File: config.mk
export PLATFORM = sky130hd
export DESIGN_NAME = rs232_transmit
export DESIGN_NICKNAME = d
export VERILOG_FILES = /design/src/rtl/rs232_transmit.sv
export SDC_FILE = /design/constraint.sdc
export NUM_CORES = 1
export LEC_CHECK = 0
export CAP_MARGIN = 40
export CELL_PAD_IN_SITES_DETAIL_PLACEMENT = 1
export CELL_PAD_IN_SITES_GLOBAL_PLACEMENT = 2
export CORE_ASPECT_RATIO = 0.8
export CORE_MARGIN = 3
export CORE_UTILIZATION = 35
export CTS_CLUSTER_DIAMETER = 40
export DETAILED_ROUTE_END_ITERATION = 12
export HOLD_SLACK_MARGIN = 0.1
export PLACE_DENSITY = 0.74
export SKIP_LAST_GASP = 1
export SYNTH_ARGS = -nofsm -noshare
export SYNTH_HDL_FRONTEND = slang
export SYNTH_SLANG_ARGS = --single-unit
File: constraint.sdc
create_clock -name clock -period 3.23 [get_ports clock]
set_input_delay 0.646 -clock clock [delete_from_list [all_inputs] [get_ports clock]]
set_output_delay 0.646 -clock clock [all_outputs]
set_load 0.02 [all_outputs]
File: src/rtl/rs232_transmit.sv
// rs232_transmit: valid/ready byte-wide UART transmitter (8N1, LSB first) with host RTS flow control.
// Define RS232_TX_PARITY_EN to build 8E1 frames (even parity bit after data bit 7).
module rs232_transmit #(
    parameter int unsigned CLOCK_FREQ = 133000000,
    parameter int unsigned BAUD_RATE  = 12000000
) (
    input  logic       clock,
    input  logic       resetn,
    input  logic [7:0] data,
    input  logic       valid,
    output logic       ready,
    input  logic       rs232_rtsn,
    output logic       rs232_rxd,
    output logic       busy
);

`ifdef RS232_TX_PARITY_EN
    typedef enum logic [2:0] {IDLE, START, DATA, PARITY, STOP} state_t;
`else
    typedef enum logic [1:0] {IDLE, START, DATA, STOP} state_t;
`endif

    localparam logic [32:0] BAUD_STEP  = 33'(BAUD_RATE);
    localparam logic [32:0] CLOCK_WRAP = 33'(CLOCK_FREQ);

    state_t      state_reg, state_next;
    logic [1:0]  rts_sync_reg;
    logic [7:0]  shift_reg, shift_next;
    logic [2:0]  count_reg, count_next;
    logic [31:0] acc_reg, acc_next;
    logic        line_reg, line_next;
    logic        ready_reg, ready_next;
    logic        busy_reg, busy_next;
`ifdef RS232_TX_PARITY_EN
    logic        parity_reg, parity_next;
`endif

    logic        rts_ok;
    logic        accept;
    logic [32:0] acc_sum;
    logic        bit_done;

    // Two-flop synchroniser; resets to "host not ready".
    always_ff @(posedge clock or negedge resetn) begin
        if (!resetn) begin
            rts_sync_reg <= 2'b11;
        end else begin
            rts_sync_reg <= {rts_sync_reg[0], rs232_rtsn};
        end
    end

    assign rts_ok = ~rts_sync_reg[1];
    assign accept = valid && ready_reg;

    // Fractional divider: the remainder carries over, so bit edges never drift.
    assign acc_sum  = {1'b0, acc_reg} + BAUD_STEP;
    assign bit_done = (state_reg != IDLE) && (acc_sum >= CLOCK_WRAP);

    always_ff @(posedge clock or negedge resetn) begin
        if (!resetn) begin
            state_reg  <= IDLE;
            shift_reg  <= 8'h00;
            count_reg  <= 3'd0;
            acc_reg    <= 32'd0;
            line_reg   <= 1'b1;
            ready_reg  <= 1'b0;
            busy_reg   <= 1'b0;
`ifdef RS232_TX_PARITY_EN
            parity_reg <= 1'b0;
`endif
        end else begin
            state_reg  <= state_next;
            shift_reg  <= shift_next;
            count_reg  <= count_next;
            acc_reg    <= acc_next;
            line_reg   <= line_next;
            ready_reg  <= ready_next;
            busy_reg   <= busy_next;
`ifdef RS232_TX_PARITY_EN
            parity_reg <= parity_next;
`endif
        end
    end

    always_comb begin
        state_next  = state_reg;
        shift_next  = shift_reg;
        count_next  = count_reg;
        acc_next    = acc_reg;
`ifdef RS232_TX_PARITY_EN
        parity_next = parity_reg;
`endif

        if (state_reg != IDLE) begin
            acc_next = bit_done ? 32'(acc_sum - CLOCK_WRAP) : acc_sum[31:0];
        end

        case (state_reg)
            IDLE: begin
                if (accept) begin
                    state_next  = START;
                    shift_next  = data;
                    count_next  = 3'd0;
                    acc_next    = 32'd0;
`ifdef RS232_TX_PARITY_EN
                    parity_next = ^data;
`endif
                end
            end
            START: begin
                if (bit_done) begin
                    state_next = DATA;
                end
            end
            DATA: begin
                if (bit_done) begin
                    shift_next = shift_reg >> 1;
                    count_next = count_reg + 3'd1;
                    if (count_reg == 3'd7) begin
`ifdef RS232_TX_PARITY_EN
                        state_next = PARITY;
`else
                        state_next = STOP;
`endif
                    end
                end
            end
`ifdef RS232_TX_PARITY_EN
            PARITY: begin
                if (bit_done) begin
                    state_next = STOP;
                end
            end
`endif
            STOP: begin
                if (bit_done) begin
                    state_next = IDLE;
                end
            end
            default: begin
                state_next = IDLE;
            end
        endcase

        // Outputs are registered, so derive them from the state being entered.
        line_next = 1'b1;
        case (state_next)
            START:   line_next = 1'b0;
            DATA:    line_next = shift_next[0];
`ifdef RS232_TX_PARITY_EN
            PARITY:  line_next = parity_next;
`endif
            default: line_next = 1'b1;
        endcase

        ready_next = (state_next == IDLE) && rts_ok;
        busy_next  = (state_next != IDLE);
    end

    assign rs232_rxd = line_reg;
    assign ready     = ready_reg;
    assign busy      = busy_reg;

endmodule

=== After elaboration in Yosys (flattened, before gate mapping) ===
Index checks and enable logic that the tools add are counted.

* Input port bits: 12
* Output and inout bits: 3
* Logic and storage cells: 48
* Bits in registers: 50

* $add $sub $neg: 3
* Multiplexer cells: 17
* Reductions and logical operators: 9
* $lt $le $gt $ge: 1
* Equal/unequal tests: 8
* Bitwise operators: 1

{| class="wikitable"
|+ Operator list
! operator !! number
|-
| two-way mux 32 bit || 4
|-
| adder 32 x 24 -> 33 bit, second input constant || 1
|-
| >= comparator 33 x 27 -> 1 bit, second input constant || 1
|-
| subtractor 32 x 27 -> 32 bit, second input constant || 1
|-
| two-way mux 8 bit || 2
|-
| case mux 8 bit (2 select lines) || 1
|-
| two-way mux 2 bit || 5
|-
| case mux 2 bit (4 select lines) || 1
|-
| equality test 2 bit, second input constant || 3
|-
| two-way mux 3 bit || 2
|-
| case mux 3 bit (2 select lines) || 1
|-
| nonzero test 2 bit || 3
|-
| equality test 2 x 1 -> 1 bit, second input constant || 2
|-
| zero test 2 bit || 2
|-
| inequality test 2 bit, second input constant || 2
|-
| adder 3 x 1 -> 3 bit, second input constant || 1
|-
| equality test 3 bit, second input constant || 1
|-
| logical AND 1 bit || 3
|-
| AND reduction 3 bit || 1
|-
| case mux 1 bit (2 select lines) || 1
|-
| NOT 1 bit || 1
|}

=== Longest topological paths before layout ===
Gate-level depths: netlist of run 1.

* Depth in word-level cells: 7
* Depth in mapped cells: 15
* Mapped depth without buffers: 12

=== Worst setup path before layout of run 1 ===
Ideal clock, no wire load.

* Kind: register to register
* From: register acc_reg[8]
* To: register acc_reg[22]
* Path buffers: 2
* Stages on the path, launching flop included: 15
* Period minus slack after synthesis: 2936 ps
* Path slack: 294 ps
* Arrival: 2804 ps
* Library setup time: 132 ps
* Required time: 3098 ps
* Cell sequence: dfrtp_1 > buf_2 > inv_1 > ha_1 > nand2b_1 > a21oi_2 > o21ai_0 > a221oi_2 > nand3_2 > o211ai_2 > buf_6 > o21ai_0 > nor2_1 > mux2i_1 > o211ai_1

* Longest elaborated chain between the ends: 7
* Elaborated cells between the ends (all ways): 8
* Classes of those cells: add/sub: 2; order compare: 1; mux: 4; reduce/logical: 1

{| class="wikitable"
|+ RTL lines
! element !! line !! text
|-
| from (decl) || 30 || <nowiki>logic [31:0] acc_reg, acc_next;</nowiki>
|-
| from (signal assigned) || 75 || <nowiki>acc_reg <= acc_next;</nowiki>
|-
| adder 32 x 24 -> 33 bit * || 56 || <nowiki>assign acc_sum = {1'b0, acc_reg} + BAUD_STEP;</nowiki>
|-
| >= comparator 33 x 27 -> 1 bit || 57 || <nowiki>assign bit_done = (state_reg != IDLE) && (acc_sum >= CLOCK_WRAP);</nowiki>
|-
| logical AND 1 bit || 57 ||
|-
| two-way mux 32 bit * || 95 || <nowiki>acc_next = bit_done ? 32'(acc_sum - CLOCK_WRAP) : acc_sum[31:0];</nowiki>
|-
| two-way mux 32 bit * || 94 || <nowiki>if (state_reg != IDLE) begin</nowiki>
|-
| two-way mux 32 bit || 100 || <nowiki>if (accept) begin</nowiki>
|-
| two-way mux 32 bit * || 98 || <nowiki>case (state_reg)</nowiki>
|-
| net acc_next[22] || 30 ||
|}

Mark *: on every way through the listed nets, which the timed path passes. The rest lies on a longest branch.
A chain may end at the register's enable or synchronous reset.

=== Worst setup path after layout of run 1 ===
* From: register acc_reg[24]
* To: register acc_reg[26]

Same word-level chain as after synthesis.

==> results of run 1 <==
==> repair_timing <==
action,4_1_cts,5_1_grt
pin swaps,0,9
buffers inserted,0,8
endpoints found under the setup margin,9,39
resized for setup,1,20
==> routing by layer <==
| layer | vias to the layer above | global-route usage | wire, um |
|---|---|---|---|
| met2 | 36 | 0.312 | 4690 |
| met3 | 17 | 0.0273 | 278 |
| met1 | 1621 | 0.293 | 5710 |
| li1 | 1593 | - | - |
| met4 | 0 | 0.0566 | 211 |
| met5 | - | 0 | 0 |
==> cell type report <==
cell class                      instances  area, um^2
Multi-Input combinational cell        330        2260
Timing Repair Buffer                   60         497
Fill cell                            1107        5140
Clock buffer                            5         125
Inverter                               11        41.3
Sequential cell                        44        1110
Clock inverter                          3        46.3
Tap cell                              132         165
==> power breakdown <==
part | leakage [nW] | internal, mW | switching, mW | total (mW)
Clock | 0.0804 | 0.369 | 0.259 | 0.628
Sequential | 0.541 | 0.821 | 0.303 | 1.12
Combinational | 1.10 | 1.55 | 2.13 | 3.68
Total | 1.72 | 2.74 | 2.70 | 5.43
==> through the flow <==
stage                     TNS (ns)   util  std cells  power (mW)
after global placement           0  0.417        568        4.52
after detailed placement    -0.114  0.419        569        4.60
final                            0  0.452        585        5.43
after global routing       -0.0155  0.452        585        5.92
after CTS                        0  0.438        577        5.27
after floorplan                  0      -        412        3.58
==> layout by cell type (no fill, tap or decap), types with 5 or more instances in the layout <==
| master | Yosys | layout |
|---|---|---|
| nand3_1 | 10 | 10 |
| inv_1 | 11 | 11 |
| nand4_1 | 7 | 7 |
| nor2b_1 | 9 | 8 |
| dfrtp_1 | 41 | 37 |
| o21ai_0 | 29 | 26 |
| nor2_1 | 23 | 23 |
| nand2_1 | 52 | 52 |
| xnor2_1 | 14 | 14 |
| a31oi_1 | 10 | 10 |
| nor3_1 | 9 | 9 |
| a21oi_1 | 21 | 20 |
| a21o_1 | 5 | 5 |
| o21a_1 | 6 | 5 |
| clkdlybuf4s50_1 | 0 | 13 |
| clkbuf_16 | 0 | 5 |
| o21ai_1 | 10 | 13 |
| buf_4 | 2 | 44 |
| a22oi_1 | 7 | 7 |
| and3_1 | 6 | 5 |
| xor2_1 | 13 | 13 |
| or3_1 | 8 | 8 |
| o211ai_1 | 6 | 6 |
==> synth_stat cells, types with 3 or more instances <==
master / instances / area share
nand4_1: 7 / 0.013
nor3_1: 9 / 0.013
nand3_1: 10 / 0.014
dfstp_2: 3 / 0.023
o211ai_2: 3 / 0.011
nand2_1: 52 / 0.056
mux2i_1: 4 / 0.011
nor2_4: 3 / 0.0097
o21ai_1: 10 / 0.014
xor2_1: 13 / 0.033
o21ai_0: 29 / 0.042
buf_6: 6 / 0.019
a31oi_1: 10 / 0.018
nor2b_1: 9 / 0.016
o211ai_1: 6 / 0.013
a22oi_1: 7 / 0.015
o21bai_1: 3 / 0.0064
buf_2: 9 / 0.013
a21o_1: 5 / 0.011
nor2_1: 23 / 0.025
xnor2_1: 14 / 0.035
inv_1: 11 / 0.012
or3_1: 8 / 0.014
dfrtp_1: 41 / 0.29
a211oi_1: 4 / 0.0086
a21oi_1: 21 / 0.030
or2_2: 3 / 0.0054
o22ai_1: 3 / 0.0054
and3_1: 6 / 0.011
o2111ai_1: 3 / 0.0075
ha_1: 5 / 0.018
clkbuf_1: 10 / 0.011
o21a_1: 6 / 0.013
==> cell families (layout without fill, tap and decap cells) <==
logic type                 after synthesis  in the layout
adders and majority gates                5              5
xor gates and xnor gates                27             27
DFF                                     44             44
and+or+nand+nor                        150            150
muxes                                    5              5
buffers and inverters                   38             79
AOI/OAI and AO/OA                      143            143
==> final timing paths <==
check / to / slack [ns] / startpoint
max in group asynchronous: rts_sync_reg[0]$_DFF_PN1_ / 2.40 / resetn
worst max-delay path: acc_reg[26]$_DFF_PN0_ / 0.24 / acc_reg[24]$_DFF_PN0_
worst min-delay path: acc_reg[16]$_DFF_PN0_ / 0.24 / resetn
worst min register to register: rts_sync_reg[1]$_DFF_PN1_ / 0.36 / rts_sync_reg[0]$_DFF_PN1_
worst max register to register: acc_reg[26]$_DFF_PN0_ / 0.24 / acc_reg[24]$_DFF_PN0_
min in group clock: rts_sync_reg[1]$_DFF_PN1_ / 0.36 / rts_sync_reg[0]$_DFF_PN1_
==> impl_metrics.py, run 1 <==
metrics = {
    "synth": {
        "async_flop_share": 1.00,
        "synthAdderAreaFrac": 0.0179,
        "synthDistinctLibCells": 79,
        "ys.flop_type": "dfrtp_1",
        "avgSynthCellArea_um2": 8.48,
        "synth_top_family_by_area": "compound AO/OA/AOI/OAI gates",
        "ys_ff_latch": 44,
        "syn_inst": 412,
        "yosys_warnings": 0,
        "synth-simple-area-share": 0.225,
        "synth_nets": 429,
        "synth_xor_area_frac": 0.0677,
        "ys_seq_area_frac": 0.316,
        "synth_enable_flop_cells": 0,
        "synth-compound-area-share": 0.300,
        "synth_mux_area_frac": 0.0147,
        "synth_area_um2": 3490,
    },
    "global_routing": {
        "grt_max_degree": 33,
        "grt_antenna_before_repair": 0,
        "first_global_vias": 3449,
        "grt_pass1_wl_um": 18100,
        "grt_use_total": 0.201,
        "overflow": 0,
    },
    "drt": {
        "drt_iter0_markers": 227,
        "first_pass_iters": 4,
        "wire_per_inst_um": 18.6,
        "wl_um": 10900,
        "routed_via_density": 5.58,
        "vias": 3267,
        "drc": 0,
        "ant_nets": 0,
    },
    "cts": {
        "cts_tree": "yes",
        "cts_inserted_buffers": 5,
        "cts.sinks": 44,
        "root_buffer": "clkbuf_16",
        "clk_path_buf_depth": 2,
        "hold_buffers": 0,
        "cts.htree.levels": 2,
        "path_clk_slew_ns": 0.08,
        "clk_latency_ns": 0.30,
    },
    "sta": {
        "slew_violations": 0,
        "worst_slew_pin_slew_ns": 0.556,
        "max_freq_mhz": 335,
        "setup_viol": 0,
        "finalHoldViolCount": 0,
        "period_needed_ns": 2.99,
        "skew_ns": 0.0107,
        "layout_setup_ws_ns": 0.241,
        "relSlewSlack": 0.624,
        "whs_ns": 0.244,
        "fin_crit_sh": 0.926,
    },
    "floorplanning": {
        "die_h_um": 95.4,
        "core_area_um2": 9390,
        "die-area_um2": 11200,
        "rows": 31,
        "dieWidth_um": 118,
        "boundaryPins": 15,
        "start_util": 0.372,
    },
    "placed_design": {
        "hpwl_um": 7910,
        "gp_congestion": 0.859,
        "numPortBuffers": 14,
        "placed_area_um2": 3930,
        "place_ws_ns": -0.0720,
    },
    "worst_setup_path": {
        "worstPathArrival_ns": 3.21,
        "cp.required_ns": 3.45,
        "crit_buf_inv": 2,
        "critPathMaxStageDelay_ns": 0.54,
        "crit_slowest_cell": "or4_4",
        "crit_path_end_kind": "flop",
        "critical-path-top-delay-family": "compound AO/OA/AOI/OAI gates",
        "cp_cell_sequence": "nand2_1 -> or4_4 -> a21oi_4 -> buf_4 -> nand2_1 -> a31oi_4 -> o211ai_4 -> or2_1 -> buf_4 -> a31oi_1 -> a21oi_1 -> o21ai_1",
        "ff2ff_path_depth": 12,
        "cp.depth": 12,
        "crit_fanout": 8,
        "cp-start-kind": "flop",
        "crit_type": "flop to flop",
    },
    "job": {
        "maxCapViolations": 0,
    },
    "final_layout": {
        "design_area_um2": 4240,
        "drive_above_1_share": 0.227,
        "area_growth_syn_to_layout_pct": 21.5,
        "diodes": 0,
        "nets": 469,
        "largest_reg_flops": 26,
    },
    "power_and_ir_drop": {
        "p_leak_nw": 1.72,
        "ir_drop_mv": 0.578,
        "p_per_area_nw_per_um2": 1280,
    },
    "worst_hold_path": {
        "hp-class": "input port to async pin",
    },
    "outcome": {
        "status": "completed",
    },
}
(Power assumes the default switching activity.)
==> run 2: changes to the inputs <==
Settings changed: SLEW_MARGIN from default to 25.
==> impl_metrics.py, run 2 (synthesized netlist as in run 1, its figures left out) <==
metrics = {
    "final_layout": {
        "final_cells": 586,
        "fin_util": 0.450,
        "final_cell_mix": "nand2_1 (52), buf_4 (48), dfrtp_1 (38)",
        "fillers": 1117,
        "area_growth_syn_to_layout_pct": 21.0,
        "layout_commonest_cell": "nand2_1",
        "seq_area_um2": 1110,
        "diodes": 0,
        "drive_above_1_share": 0.229,
        "largest_reg_flops": 26,
        "multi_input_area_um2": 2250,
        "nets": 470,
        "design_area_um2": 4230,
    },
    "drt": {
        "wl_um": 10900,
        "drc": 0,
        "wire_per_inst_um": 18.6,
        "first_pass_iters": 4,
        "vias": 3293,
        "ant_nets": 0,
        "routed_via_density": 5.62,
        "drt_iter0_markers": 161,
    },
    "worst_setup_path": {
        "crit_type": "flop to flop",
        "critical-path-top-delay-family": "compound AO/OA/AOI/OAI gates",
        "startpoint": "acc_reg[9]$_DFF_PN0_",
        "cp.required_ns": 3.40,
        "crit_slowest_cell": "dfrtp_1",
        "crit_path_end_kind": "flop",
        "r2r_slack_ns": 0.15,
        "cp_cell_sequence": "inv_1 -> ha_1 -> nand2b_2 -> a21oi_4 -> buf_4 -> o21a_1 -> a221oi_4 -> nand3_2 -> o211ai_4 -> buf_4 -> o21ai_0 -> nor2_1 -> mux2i_1 -> o211ai_1",
        "crit_path_frequent_cell": "buf_4",
        "critPathMaxStageDelay_ns": 0.41,
        "r2r_start": "acc_reg[9]$_DFF_PN0_",
        "r2r-end": "acc_reg[22]$_DFF_PN0_",
        "ff2ff_path_depth": 14,
        "crit_buf_inv": 3,
        "cp.depth": 14,
        "crit_fanout": 6,
        "worstPathArrival_ns": 3.25,
        "cp-start-kind": "flop",
    },
    "placed_design": {
        "hpwl_um": 7850,
        "place_ws_ns": -0.0452,
        "placed_area_um2": 3910,
        "post-place-cells": 568,
        "gp_congestion": 0.859,
        "numPortBuffers": 14,
    },
    "global_routing": {
        "overflow": 0,
        "grt_use_total": 0.200,
        "grt_pass1_wl_um": 18200,
        "first_global_vias": 3406,
        "grt_max_degree": 45,
        "grt_antenna_before_repair": 0,
    },
    "sta": {
        "period_needed_ns": 3.08,
        "layout_setup_ws_ns": 0.149,
        "max_freq_mhz": 325,
        "fin_crit_sh": 0.954,
        "final.setup.tns_ns": 0,
        "slew_violations": 0,
        "relSlewSlack": 0.598,
        "setup_viol": 0,
        "worst_slew_pin_slew_ns": 0.602,
        "grt_setup_unrepaired": "true",
        "skew_ns": 0.0102,
        "finalHoldViolCount": 0,
    },
    "floorplanning": {
        "rows": 31,
        "die-area_um2": 11200,
        "core_area_um2": 9390,
        "boundaryPins": 15,
        "dieWidth_um": 118,
        "start_util": 0.372,
        "die_h_um": 95.4,
    },
    "cts": {
        "cts_tree": "yes",
        "cts_inserted_buffers": 5,
        "cts.htree.levels": 2,
        "hold_buffers": 0,
        "cts.sinks": 44,
        "clk_path_buf_depth": 2,
        "root_buffer": "clkbuf_16",
        "path_clk_slew_ns": 0.08,
        "clk_latency_ns": 0.30,
    },
    "job": {
        "maxCapViolations": 0,
    },
    "power_and_ir_drop": {
        "ir_drop_mv": 0.593,
        "p_leak_nw": 1.72,
        "p_per_area_nw_per_um2": 1280,
    },
    "worst_hold_path": {
        "hp-class": "input port to async pin",
    },
    "outcome": {
        "status": "completed",
    },
}
run 2: worst max-delay path by stage:
stage                     slack [ns]               endpoint
after global placement          0.16  acc_reg[22]$_DFF_PN0_
after floorplan                 0.29  acc_reg[22]$_DFF_PN0_
after CTS                       0.02  acc_reg[22]$_DFF_PN0_
final                           0.15  acc_reg[22]$_DFF_PN0_
after detailed placement       -0.05  acc_reg[22]$_DFF_PN0_
after global routing           -0.07  acc_reg[22]$_DFF_PN0_
run 2: per-stage QoR:
| stage | hold WS (ns) | power [mW] |
|---|---|---|
| CTS | 0.357 | 5.26 |
| detailed placement | 0.348 | 4.61 |
| global placement | 0.349 | 4.52 |
| global route | 0.361 | 5.90 |
| floorplan | 0.345 | 3.58 |
| finish | 0.352 | 5.41 |
run 2: repair_timing:
item | CTS | global route
endpoints found under the setup margin | 3 | 38
pin swaps | 0 | 8
resized for setup | 1 | 14
buffers inserted | 0 | 10
run 2: layout make-up:
type | instances | share of cell area
clock buffer | 5 | 0.0296
clock inverter | 3 | 0.0110
inverter | 11 | 0.00977
multi-input combinational | 330 | 0.532
sequential | 44 | 0.262
tap | 132 | 0.0391
timing repair buffer | 61 | 0.116
run 2: layer usage:
layer  vias up  routed length, um  GRT usage
li1       1591                  -          -
met1      1659               5830      0.301
met2        34               4730      0.308
met3         9                221     0.0255
met4         0                 88     0.0361
met5         -                  0          0
run 2: where the power goes:
part / total (mW) / switching, mW / internal (mW)
sequential: 1.12 / 0.296 / 0.820
clock: 0.629 / 0.260 / 0.369
combinational: 3.67 / 2.14 / 1.53
total: 5.41 / 2.69 / 2.72
run 2: worst register-to-register path, stage by stage (launching register included):
cell	delay, ns
dfrtp_1	0.41
inv_1	0.08
ha_1	0.20
nand2b_2	0.20
a21oi_4	0.09
buf_4	0.15
o21a_1	0.22
a221oi_4	0.36
nand3_2	0.17
o211ai_4	0.23
buf_4	0.17
o21ai_0	0.12
nor2_1	0.24
mux2i_1	0.22
o211ai_1	0.11
==> run 3: changes to the inputs <==
Settings changed: ABC_AREA from default to 0.
==> results of run 3 <==
The final DEF is identical to that of run 2; final timing and power are the same.
==> variant 1 (settings of run 1) <==
`shift_reg` no longer has a reset.
--- a/src/rtl/rs232_transmit.sv
+++ b/src/rtl/rs232_transmit.sv
@@ -59,7 +59,6 @@
     always_ff @(posedge clock or negedge resetn) begin
         if (!resetn) begin
             state_reg  <= IDLE;
-            shift_reg  <= 8'h00;
             count_reg  <= 3'd0;
             acc_reg    <= 32'd0;
             line_reg   <= 1'b1;
@@ -70,7 +69,6 @@
 `endif
         end else begin
             state_reg  <= state_next;
-            shift_reg  <= shift_next;
             count_reg  <= count_next;
             acc_reg    <= acc_next;
             line_reg   <= line_next;
@@ -80,6 +78,10 @@
             parity_reg <= parity_next;
 `endif
         end
+    end
+
+    always_ff @(posedge clock) begin
+        shift_reg <= shift_next;
     end
 
     always_comb begin
Function: no difference found for any inputs over 10 cycles, from zero or initial values and one cycle with resetn low; that may be too few to reach the edited logic, so the function may still have changed.
==> variant 1 against run 1 <==
Synthesized area decreased by 0.36%; fmax down 4.7%; sequential cell count stayed put; worst setup slack worse by 150 ps; wire length is 12% higher; design area up 7.4%; count of clock-buffer cells in the layout did not move; via count increased by 11%; global-route usage is 1.6 points higher; critical path type unchanged.
Power is not shown: default switching activity piles up to over one toggle a cycle in this logic, so the estimate is an artifact.
==> variant 1: results (changes against run 1) <==
| Metric | Value |
|---|---|
| Top Family by Delay on Critical Path | `compound AO/OA/AOI/OAI gates` |
| Largest net degree at the start of global routing | `31 (-6.1%)` |
| Clock buffer depth | `2 (unchanged)` |
| Setup Skew | `6.056 ps (-4.637 ps)` |
| Metal2 WL | `5371 µm (+15%)` |
| Global routing usage on met3 | `0.03381 (+0.006524)` |
| Outcome | `finished clean` |
| Iter 0 DRT Violations | `217 (-4.4%)` |
| Routed wl met3 | `358 µm (+29%)` |
| GPL Wtd Cong | `0.8945 (+4.2%)` |
| Relative slew slack | `0.4798 (-0.1442)` |
| GRT Total Usage | `0.2168 (+0.01610)` |
| Worst r2r dst | `acc_reg[19]$_DFF_PN0_` |
| Max FFs per register | `26 (unchanged)` |
| Layout cells sized above 1 | `0.2700 (+0.04263)` |
| Synth area leaders | `dfrtp_1 (24%), edfxtp_1 (6.0%), nand2_1 (5.5%), o21ai_0 (4.6%), nor2_1 (4.1%)` |
| Ys async rst share | `0.8182 (-0.1818)` |
| M1 WL | `6345 µm (+11%)` |
| Max layer used | `met4` |
| Seq/Total Area, Yosys | `0.3260 (+0.009764)` |
| Crit. Startpoint | `acc_reg[8]$_DFF_PN0_` |
| H-tree depth | `2 (unchanged)` |
| Post-synth EDFFs | `7 (+7)` |
| Placed Cells | `624 (+9.7%)` |
| Final hold slack | `198.7 ps (-45.59 ps)` |
| Final #Nets | `516 (+10%)` |
| First-pass GRT wire length | `19640 µm (+8.2%)` |
| Via count | `3637 (+11%)` |
| Routed WL | `12170 µm (+12%)` |
| Synth top cells by count | `nand2_1 (51), nor2_1 (38), dfrtp_1 (33)` |
| Count of cell types in the netlist | `78 (-1.3%)` |
| Max incr delay on CP | `520 ps (-20 ps)` |
| Clock Pin Slew Worst Setup and Hold Paths | `70 ps` |
| Non-filler cells, final | `632 (+8.0%)` |
| Worst EP arrival | `3320 ps (+110 ps)` |
| Reg2Reg Setup Slack | `90 ps (-150 ps)` |
| Hold Path Class | `in -> async` |
| HPWL Detailed | `9114 µm (+15%)` |
| Yosys Warn Count | `0 (unchanged)` |
| Crit share post-route | `0.9712 (+0.04563)` |
| Port buffer count | `14 (unchanged)` |
| Post-placement cell area | `0.004232 mm² (+7.7%)` |
| Setup slack at placement | `-25.61 ps (+46.38 ps)` |
| Worst Path Max Fanout | `8 (unchanged)` |
| Number of global-route vias before repair | `3773 (+9.4%)` |
| Met1 Track Usage GR | `0.3163 (+0.02350)` |
| Worst-Skew Late Latency | `300 ps (about the same)` |
| Register-to-Register Path Depth | `10 (-2)` |
| Syn nets | `447 (+4.2%)` |
| Met2 Use GR | `0.3447 (+0.03290)` |
| WS Path Type | `reg -> reg` |
| Synthesized area per cell | `8.095 µm² (-4.5%)` |
-- variant 1: cell count changes after synthesis, moves of 6 or more --
cell      change
nor2_1       +15
dfrtp_1       -8
o21ai_1       -9
a22oi_1       -6
nand3_1       +7
o31ai_1       +7
edfxtp_1      +7
-- variant 1: logic make-up after synthesis --
logic type / Yosys count / share of synthesized area
AND/OR/NAND/NOR: 178 / 0.2559
AO/OA/AOI/OAI: 140 / 0.2833
flip-flops: 44 / 0.3260
buffers and inverters: 39 / 0.05392
XOR/XNOR: 18 / 0.04529
multiplexers: 6 / 0.01761
adder cells (fa/ha/maj): 5 / 0.01797
-- variant 1: timing repair --
item	CTS	global route
gates resized for setup	2	29
setup buffers	0	0
pin swaps	0	3
setup endpoints to repair	17	45
-- variant 1: area by class of cell --
type                    instances  area (µm²)
fillers                      1110        4791
multi-input cells             347        2311
flip-flops and latches         44        1135
repair buffers                 93       744.5
well taps                     132       165.2
clock buffers                   5       125.1
clock inverters                 3       46.29
inverters                       8       30.03
==> variant 2 (config.mk and constraints of run 1) <==
Made on the original files. Build with the macro `RS232_TX_PARITY_EN` defined.
--- a/src/rtl/rs232_transmit.sv
+++ b/src/rtl/rs232_transmit.sv
@@ -1,5 +1,7 @@
 // rs232_transmit: valid/ready byte-wide UART transmitter (8N1, LSB first) with host RTS flow control.
 // Define RS232_TX_PARITY_EN to build 8E1 frames (even parity bit after data bit 7).
+`define RS232_TX_PARITY_EN
+
 module rs232_transmit #(
     parameter int unsigned CLOCK_FREQ = 133000000,
     parameter int unsigned BAUD_RATE  = 12000000
Formal check against the unedited RTL: no difference found for any inputs over 10 cycles, from zero or initial values and one cycle with resetn low; that may be too few to reach the edited logic, so the function may still have changed.
==> variant 2 against run 1 <==
Sequential cell count up 2; sequential power up 6%; clock power down 2%; synthesized area up 10%; via count up 16%; design area up 16%; worst setup slack worse by 210 ps; wire length up 21%; total power up 19%.
==> variant 2: results (changes against run 1) <==
| Metric | Value |
|---|---|
| Routed wl met3 | `408 µm (+47%)` |
| Outcome | `finished clean` |
| Setup Buffers After CTS | `3 (+3)` |
| Non-filler cells, final | `662 (+13%)` |
| Via count | `3779 (+16%)` |
| Global routing usage on met3 | `0.03525 (+0.007964)` |
| GRT Total Usage | `0.2157 (+0.01500)` |
| Net load switching power | `3.220 mW (+19%)` |
| Metal2 WL | `6055 µm (+29%)` |
| Layout fillers | `1258 (+14%)` |
| Switch share | `0.4967 (+0.0007494)` |
| Seq/Total Area, Yosys | `0.3006 (-0.01571)` |
| Layout cells sized above 1 | `0.2912 (+0.06381)` |
| Worst Path Max Fanout | `9 (+1)` |
| HPWL Detailed | `9397 µm (+19%)` |
| Count of cell types in the netlist | `85 (+7.6%)` |
| Post-CTS Resized | `4 (+3)` |
| Number of global-route vias before repair | `3896 (+13%)` |
| Met2 Use GR | `0.3317 (+0.01985)` |
| Synth area leaders | `dfrtp_1 (28%), nand2_1 (5.1%), xnor2_1 (4.6%), nor2_1 (4.0%), o21ai_0 (3.1%)` |
| Post-placement cell area | `0.004458 mm² (+13%)` |
| Final hold slack | `293.5 ps (+49.14 ps)` |
| First-pass GRT wire length | `20820 µm (+15%)` |
| Setup slack at placement | `-60.42 ps (+11.57 ps)` |
| R2r startpoint | `acc_reg[8]$_DFF_PN0_` |
| Worst EP arrival | `3420 ps (+210 ps)` |
| Syn nets | `470 (+9.6%)` |
| Final #Nets | `538 (+15%)` |
| Iter 0 DRT Violations | `242 (+6.6%)` |
| Worst r2r dst | `acc_reg[24]$_DFF_PN0_` |
| Flop pwr share | `0.184 (-0.023)` |
| GPL Wtd Cong | `0.9320 (+8.6%)` |
| Largest net degree at the start of global routing | `32 (-3.0%)` |
| Setup Skew | `5.619 ps (-5.074 ps)` |
| WL/cell | `19.89 µm (+6.9%)` |
| Relative slew slack | `0.5660 (-0.05804)` |
| Met1 Track Usage GR | `0.3185 (+0.02576)` |
| Max incr delay on CP | `440 ps (-100 ps)` |
| Crit share post-route | `0.9892 (+0.06365)` |
| Synth top cells by count | `nand2_1 (52), dfrtp_1 (43), nor2_1 (41)` |
| Leak pwr | `2.056 nW (+19%)` |
| Placed Cells | `637 (+12%)` |
| Synthesized instance count | `453 (+10%)` |
| Register-to-Register Path Depth | `15 (+3)` |
| Max VDD drop | `0.4894 mV (-15%)` |
| Crit-path slowest cell | `o41a_1` |
variant 2: how the worst max path moves through the flow:
stage | endpoint | cells past startpoint
after global placement | acc_reg[24]$_DFF_PN0_ | 15
after floorplan | acc_reg[28]$_DFF_PN0_ | 14
after detailed placement | acc_reg[24]$_DFF_PN0_ | 15
final | acc_reg[24]$_DFF_PN0_ | 15
after CTS | acc_reg[24]$_DFF_PN0_ | 15
after global routing | acc_reg[24]$_DFF_PN0_ | 15
variant 2: logic make-up after synthesis:
logic type	count (synthesis)	synth area share
AOI/OAI and AO/OA	157	0.3139
and+or+nand+nor	165	0.2156
DFF	46	0.3006
buffers and inverters	40	0.05145
adders and majority gates	5	0.01628
xor gates and xnor gates	32	0.08076
muxes	8	0.02149
variant 2: cell type report:
type,instances,area share
multi-input combinational,367,0.5396
timing repair buffer,87,0.1459
sequential,46,0.2345
inverter,14,0.01066
clock buffer,6,0.02614
tap,140,0.03553
clock inverter,2,0.007614
